==> src/rtl/mpc_qp_admm_vec_ram_clr_1r1w.sv <==
// Purpose : simple-dual-port iterate-vector store with a built-in clear sequencer.
// Latency : 1-cycle registered read, 1-cycle write; clear takes AddressRange cycles.
// Backpr. : none; writes during a clear and out-of-range writes are silently dropped.
//
// Ports:
//   clk, reset          - clock (rising edge), asynchronous active-low reset
//   address0, ce0, q0   - read port: address, enable, registered data
//   address1, ce1, we1, d1 - write port: address, enable, strobe, data
//   clear_start         - request a full clear (sampled in IDLE only)
//   clear_busy          - clear in progress
//   clear_done          - one-cycle pulse after the last clear write
module mpc_qp_admm_vec_ram_clr_1r1w #(
  parameter int                   DataWidth    = 32,
  parameter int                   AddressWidth = 5,
  parameter int                   AddressRange = 24,
  parameter int                   WriteFirst   = 0,
  parameter logic [DataWidth-1:0] ClearValue   = '0
) (
  input  logic                    clk,
  input  logic                    reset,
  input  logic [AddressWidth-1:0] address0,
  input  logic                    ce0,
  output logic [DataWidth-1:0]    q0,
  input  logic [AddressWidth-1:0] address1,
  input  logic                    ce1,
  input  logic                    we1,
  input  logic [DataWidth-1:0]    d1,
  input  logic                    clear_start,
  output logic                    clear_busy,
  output logic                    clear_done
);

  typedef enum logic {CLEAR, IDLE} state_t;

  localparam logic [AddressWidth-1:0] LastAddr = AddressWidth'(AddressRange - 1);
  // One extra bit so the range compare is correct even when AddressRange == 2^AddressWidth.
  localparam logic [AddressWidth:0]   RangeExt = (AddressWidth + 1)'(AddressRange);

  state_t                  state, state_nxt;
  logic [AddressWidth-1:0] clr_addr;
  logic [DataWidth-1:0]    ram [AddressRange];

  logic rd_in_range, wr_in_range, wr_en, clr_last, collide;

  assign rd_in_range = {1'b0, address0} < RangeExt;
  assign wr_in_range = {1'b0, address1} < RangeExt;
  assign wr_en       = (state == IDLE) && ce1 && we1 && wr_in_range;
  assign clr_last    = (clr_addr == LastAddr);
  assign collide     = wr_en && (address0 == address1);
  assign clear_busy  = (state == CLEAR);

  always_ff @(posedge clk or negedge reset) begin
    if (!reset) state <= CLEAR;
    else        state <= state_nxt;
  end

  always_comb begin
    state_nxt = state;
    case (state)
      CLEAR:   if (clr_last)    state_nxt = IDLE;
      IDLE:    if (clear_start) state_nxt = CLEAR;
      default: state_nxt = CLEAR;
    endcase
  end

  // The counter parks on the last address when leaving CLEAR; a new clear reloads 0,
  // so it never runs past AddressRange-1.
  always_ff @(posedge clk or negedge reset) begin
    if (!reset) begin
      clr_addr   <= '0;
      clear_done <= 1'b0;
    end else begin
      clear_done <= (state == CLEAR) && clr_last;
      if (state == CLEAR) begin
        if (!clr_last) clr_addr <= clr_addr + 1'b1;
      end else if (clear_start) begin
        clr_addr <= '0;
      end
    end
  end

  // Storage is deliberately not reset; the clear sequencer owns initialisation.
  always_ff @(posedge clk) begin
    if (state == CLEAR)  ram[clr_addr] <= ClearValue;
    else if (wr_en)      ram[address1] <= d1;
  end

  always_ff @(posedge clk or negedge reset) begin
    if (!reset) begin
      q0 <= '0;
    end else if (ce0) begin
      if (state == CLEAR)                  q0 <= ClearValue;
      else if (!rd_in_range)               q0 <= '0;
      else if ((WriteFirst != 0) && collide) q0 <= d1;
      else                                 q0 <= ram[address0];
    end
  end

endmodule
==> config.mk <==
export PLATFORM = sky130hd
export DESIGN_NAME = mpc_qp_admm_vec_ram_clr_1r1w
export DESIGN_NICKNAME = d
export VERILOG_FILES = /design/src/rtl/mpc_qp_admm_vec_ram_clr_1r1w.sv
export SDC_FILE = /design/constraint.sdc
export NUM_CORES = 1
export LEC_CHECK = 0
export CORE_MARGIN = 1.5
export CORE_UTILIZATION = 42
export CTS_CLUSTER_DIAMETER = 150
export DETAILED_ROUTE_END_ITERATION = 6
export MAX_ROUTING_LAYER = met4
export SETUP_SLACK_MARGIN = 0.1
export SLEW_MARGIN = 5
export SYNTH_ARGS = -nofsm -noshare
export SYNTH_HDL_FRONTEND = slang
export SYNTH_SLANG_ARGS = --single-unit
export TNS_END_PERCENT = 30
==> constraint.sdc <==
create_clock -name clk -period 4.63 [get_ports clk]
set_clock_uncertainty 0.05 [all_clocks]
set_input_delay 1.1575 -clock clk [delete_from_list [all_inputs] [get_ports clk]]
set_output_delay 1.1575 -clock clk [all_outputs]
set_load 0.005 [all_outputs]
==> results of run 1 <==
==> logic make-up (layout without fill, tap and decap cells) <==
logic type / count (synthesis) / in the layout
flip-flops: 807 / 807
AO/OA/AOI/OAI: 215 / 215
multiplexers: 225 / 225
buffers and inverters: 101 / 312
XOR/XNOR: 2 / 2
adder cells (fa/ha/maj): 1 / 1
AND/OR/NAND/NOR: 117 / 117
==> cell usage after synthesis (5+ instances only) <==
library cell  number  area share
buf_6              8      0.0029
o21ai_1           33      0.0053
buf_4             12      0.0029
nand2_1           39      0.0047
mux2i_1           64       0.021
buf_1              5     0.00061
mux4_2           160        0.12
dfrtp_1           39       0.031
clkbuf_1          38      0.0046
a221oi_1          32      0.0090
a22oi_1           26      0.0063
a32oi_1           36       0.010
a22oi_2            6      0.0024
o21ai_0            5     0.00081
edfxtp_1         768        0.74
and3_1            33      0.0067
a21oi_1           36      0.0058
nor2_1            27      0.0033
o221ai_1          32      0.0090
buf_2             33      0.0053
==> per-layer routing <==
metal,vias up,track usage
met1,8393,0.291
met4,0,0.0620
met2,566,0.340
met5,-,-
li1,6530,-
met3,92,0.0342
==> worst max-delay path, stage by stage <==
cell and delay, ns:
clkdlybuf4s50_1 0.59, and4b_1 0.22, o22ai_1 0.34, o21ai_0 0.24, buf_4 0.23, nor2_4 0.08, buf_4 0.52
==> state kept, by name, indices dropped and copies added, names as in the netlist <==
register / count
clr_addr: 5
q0: 32
clear_done: 1
state: 1
ram: 768
==> power breakdown <==
part           internal (uW)  switching [uW]
Clock                   4150            2860
Combinational            810            1520
Sequential              9080             272
==> per-stage QoR <==
stage,util,hold WS [ns],total power (uW),std cells
finish,0.497,0.501,18700,2638
global route,0.497,0.534,19300,2638
CTS,0.497,0.506,18800,2638
detailed placement,0.457,0.494,11900,2482
global placement,0.457,0.492,11800,2482
floorplan,-,0.482,10700,1468
==> layout by cell type, fill, tap and decap left out, drive strengths merged, types with 33 or more instances in the layout <==
cell type,count
nand2,39
clkdlybuf4s50,75
and3,33
a21oi,36
a32oi,36
o21ai,38
mux2i,64
dfrtp,39
clkbuf,108
buf,76
edfxtp,768
mux4,160
==> layout make-up <==
type	instances	area, sq um	area share
clock inverter	48	602	0.0166
tap	959	1200	0.0331
clock buffer	108	2290	0.0631
timing repair buffer	151	1480	0.0407
sequential	807	24000	0.662
inverter	5	18.8	0.000517
multi-input combinational	560	6670	0.184
==> path summary, 6_finish.rpt <==
kind | to | slack, ns | cells after the start
setup / recovery | ram[16][23] | 1.44 | 7
hold / removal | q0[1] | 0.50 | 2
setup reg to reg | ram[12][23] | 1.89 | 5
hold reg to reg | q0[1] | 0.50 | 2
max in group asynchronous | q0[26] | 3.01 | 2
min in group asynchronous | q0[2] | 0.57 | 1
==> impl_metrics.tcl, run 1 <==
set metrics [dict create \
    drive_above_1_share 0.247 \
    worst_setup_hold_path_clk_slew_ns 0.06 \
    power.ir.vdd_worst_v 0.000284 \
    worstHoldStart "q0[1]" \
    final-max-slew-violation-count 0 \
    routed-wl-met2_um 37900 \
    syn-num-nets 1517 \
    core_area_sq_um 73100 \
    ant_nets 0 \
    die-width_um 275 \
    detailedPlace.worstSlack_ns 0.795 \
    synth_cells 1468 \
    ys_seq_elements 807 \
    power_leakage_uw 0.0116 \
    timing_worst_slew_pin_value_ns 0.997 \
    yosysWarnings 0 \
    yosys_cell_types 43 \
    routed_wirelength_um 77200 \
    synth_compound_gate_area_share 0.0514 \
    place_congestion 0.753 \
    hold_path_class "flop to flop" \
    synthesis.area_per_instance_sq_um 21.1 \
    top_signal_layer_used "met4" \
    timing_worst_setup_path_type "input port to flop" \
    crit_arrival_ns 3.40 \
    boundaryPins 82 \
    yosys-mux-area-fraction 0.137 \
    detail_route.drc_violations 6 \
    post_synth_instance_area_sq_um 31000 \
    async_reset_ff_frac 0.0483 \
    numCtsBuffers 83 \
    synth-edff-count 768 \
    holdBufCountCts 0 \
    relSlewSlack 0.335 \
    status "finished, violations left" \
    report.final.setup_viol 0 \
    core.rowCount 99 \
    worst_r2r_src "state" \
    cts_max_path_buffers 3 \
    global_route_usage_sum 0.215 \
    post_cts_setup_buffer_count 0 \
    cellPowerDensity_nw_per_um2 515 \
    synth_top_family_by_area "multiplexers" \
    hold_violations 0 \
    post_placement_cell_area_sq_um 33400 \
    design_area_sq_um 36300 \
    cts_root_buffer "clkbuf_16" \
    critical_path.startpoint_type "input port" \
    synth-seq-area-share 0.775 \
    initial_utilization 0.424 \
    via_per_inst 5.91 \
    worst_slack_ns 1.44 \
    ctsHtreeMaxLevel 3 \
    synthSimpleGateAreaFrac 0.0185 \
    synth_adder_area_share 0.000403 \
    grt_start_max_net_pins 65 \
    worstPathMaxFanout 32 \
    drt-initial-drc-count 1868 \
    synth-main-ff-cell "edfxtp_1" \
    n_antenna_cell 0 \
    max_cap_viol_count 0 \
    cts_tree "yes" \
    startpoint "address1[4]" \
    final_period_minus_worst_setup_slack_ns 3.19 \
    globalRouteOverflowTotal 0 \
    timing.final.crit_share 0.689 \
    wirelength_met1_um 32400 \
    io_buffers 81 \
    die-area_sq_um 75500 \
    critical_path.endpoint_type "flop" \
    cts_resized 0 \
    dpl.hpwl_um 44600 \
    fmaxAchievable_mhz 314 \
    tns_ns 0 \
    detail_route.first_pass.iterations 7 \
    layout-area-overhead-vs-synth_pct 17.0 \
    number_of_global_route_vias_before_repair 16036 \
    global_route_wire_length_before_repair_um 112000 \
    rsz0062_at_grt "false" \
    wl_per_cell_um 29.3 \
    xor_xnor_portion_of_the_synthesized_cell_area 0.000565 \
    grt_antenna_before_repair 3 \
    failed_checks "design-rule violations" \
    clock_insertion_delay_worst_skew_ns 0.64 \
    routed-via-count 15581 \
    die_height_um 275 \
    worst_ep_required_time_ns 4.84 \
    fin_nets 1657 \
    n_fill_cell 5853 \
    sink_count 807 \
    dr_wl_met3_um 5250 \
]
Power figures use the tool's default switching activity.
==> run 2: changes to the inputs <==
==> constraint.sdc (replaced) <==
create_clock -name clk -period 2.91 [get_ports clk]
set_clock_uncertainty 0.05 [all_clocks]
set_input_delay 0.7275 -clock clk [delete_from_list [all_inputs] [get_ports clk]]
set_output_delay 0.7275 -clock clk [all_outputs]
set_load 0.005 [all_outputs]
==> impl_metrics.tcl, run 2 (synthesis results as in run 1) <==
set metrics [dict create \
    wl_per_cell_um 28.4 \
    cp_top_family "buffers and inverters" \
    dpl.hpwl_um 49900 \
    hold_violations 0 \
    total_power_uw 29000 \
    critical_path.endpoint_type "primary output" \
    die-width_um 275 \
    hold_path_class "input port to asynchronous set/reset pin" \
    drt-initial-drc-count 1599 \
    n_fill_cell 5728 \
    crit_arrival_ns 1.85 \
    place_congestion 0.819 \
    fin_nets 1730 \
    worst_ep_required_time_ns 2.13 \
    cts_resized 0 \
    failed_checks "design-rule violations" \
    largest-register "ram" \
    rsz0062_at_grt "false" \
    boundaryPins 82 \
    die_height_um 275 \
    layout-area-overhead-vs-synth_pct 20.0 \
    timing.critical_path.buf_inv 2 \
    numCtsBuffers 81 \
    crit_path_max_incr_delay_ns 0.54 \
    global_route_wire_length_before_repair_um 111000 \
    via_per_inst 5.84 \
    detailedPlace.worstSlack_ns -0.210 \
    routed-via-count 15814 \
    grt_start_max_net_pins 65 \
    final_cell_mix "edfxtp_1, mux4_2, clkbuf_16" \
    critical_path.cell_chain "inv_2 > clkdlybuf4s50_1" \
    finalCoreUtilization 0.509 \
    largest_register_ff_count 768 \
    regArea_sq_um 24000 \
    cellPowerDensity_nw_per_um2 780 \
    core_area_sq_um 73100 \
    post_placement_cell_area_sq_um 34700 \
    cts_tree "yes" \
    clock_insertion_delay_worst_skew_ns 0.62 \
    timing_worst_setup_path_type "flop to primary output" \
    relSlewSlack 0.399 \
    detail_route.first_pass.iterations 7 \
    number_of_global_route_vias_before_repair 16006 \
    routed_wirelength_um 76900 \
    core.rowCount 99 \
    timing.final.crit_share 0.904 \
    worst_slack_ns 0.278 \
    cts_max_path_buffers 3 \
    detail_route.drc_violations 4 \
    grt_antenna_before_repair 4 \
    design_area_sq_um 37200 \
    fmaxAchievable_mhz 380 \
    globalRouteOverflowTotal 0 \
    sink_count 807 \
    max_cap_viol_count 0 \
    ctsHtreeMaxLevel 3 \
    cts_root_buffer "clkbuf_16" \
    global_route_usage_sum 0.213 \
    worstPathMaxFanout 11 \
    worst_path_max_delay_cell "clkdlybuf4s50_1" \
    multi_input_comb_area_sq_um 6670 \
    die-area_sq_um 75500 \
    power_leakage_uw 0.0120 \
    ant_nets 0 \
    report.final.setup_viol 0 \
    final.hold.worst_slack_ns 0.210 \
    status "finished, violations left" \
    timing_worst_slew_pin_value_ns 0.902 \
    power.ir.vdd_worst_v 0.000501 \
    final_period_minus_worst_setup_slack_ns 2.63 \
    critical_path.startpoint_type "flop" \
    drive_above_1_share 0.267 \
    initial_utilization 0.424 \
    largest_registers "ram x768, q0 x32, clr_addr x5" \
    post_cts_setup_buffer_count 0 \
    holdBufCountCts 0 \
    layout.cells.most_common "edfxtp_1" \
    worst_setup_hold_path_clk_slew_ns 0.06 \
    io_buffers 81 \
    final-max-slew-violation-count 0 \
]
==> run 2: through the flow <==
stage	setup TNS, ns	cells
after floorplan	-232.45	1468
after global placement	-33.29	2557
after detailed placement	-35.75	2557
after CTS	0	2704
after global routing	0	2706
final	0	2706
==> run 2: final timing paths <==
check | start | slack (ns) | endpoint | depth (start not counted)
setup / recovery | state | 0.28 | clear_busy | 2
hold / removal | reset | 0.21 | clr_addr[2] | 2
setup reg to reg | state | 0.47 | ram[11][17] | 7
hold reg to reg | q0[23] | 0.51 | q0[23] | 2
max in group asynchronous | reset | 2.04 | q0[11] | 2
min in group clk | q0[23] | 0.51 | q0[23] | 2
==> run 2: cell type report <==
class / instances / share of cell area
well taps: 959 / 0.0322
inverters: 5 / 0.000504
multi-input cells: 560 / 0.179
clock inverters: 39 / 0.00803
repair buffers: 226 / 0.0740
flip-flops and latches: 807 / 0.646
clock buffers: 108 / 0.0603
diodes: 2 / 0.000134
==> run 2: power by group <==
group / switching, uW / internal [uW] / leakage, uW
sequential: 444 / 14400 / 0.00743
clock: 4230 / 5770 / 0.00124
combinational: 2410 / 1760 / 0.00331
total: 7080 / 22000 / 0.0120
==> run 2: metal layers <==
| metal | track usage | vias to the layer above | share of wire |
|---|---|---|---|
| met1 | 0.307 | 8443 | 0.44 |
| met4 | 0.0521 | 0 | 0.016 |
| met5 | - | - | 0 |
| met2 | 0.314 | 606 | 0.46 |
| met3 | 0.0436 | 89 | 0.078 |
| li1 | - | 6676 | - |
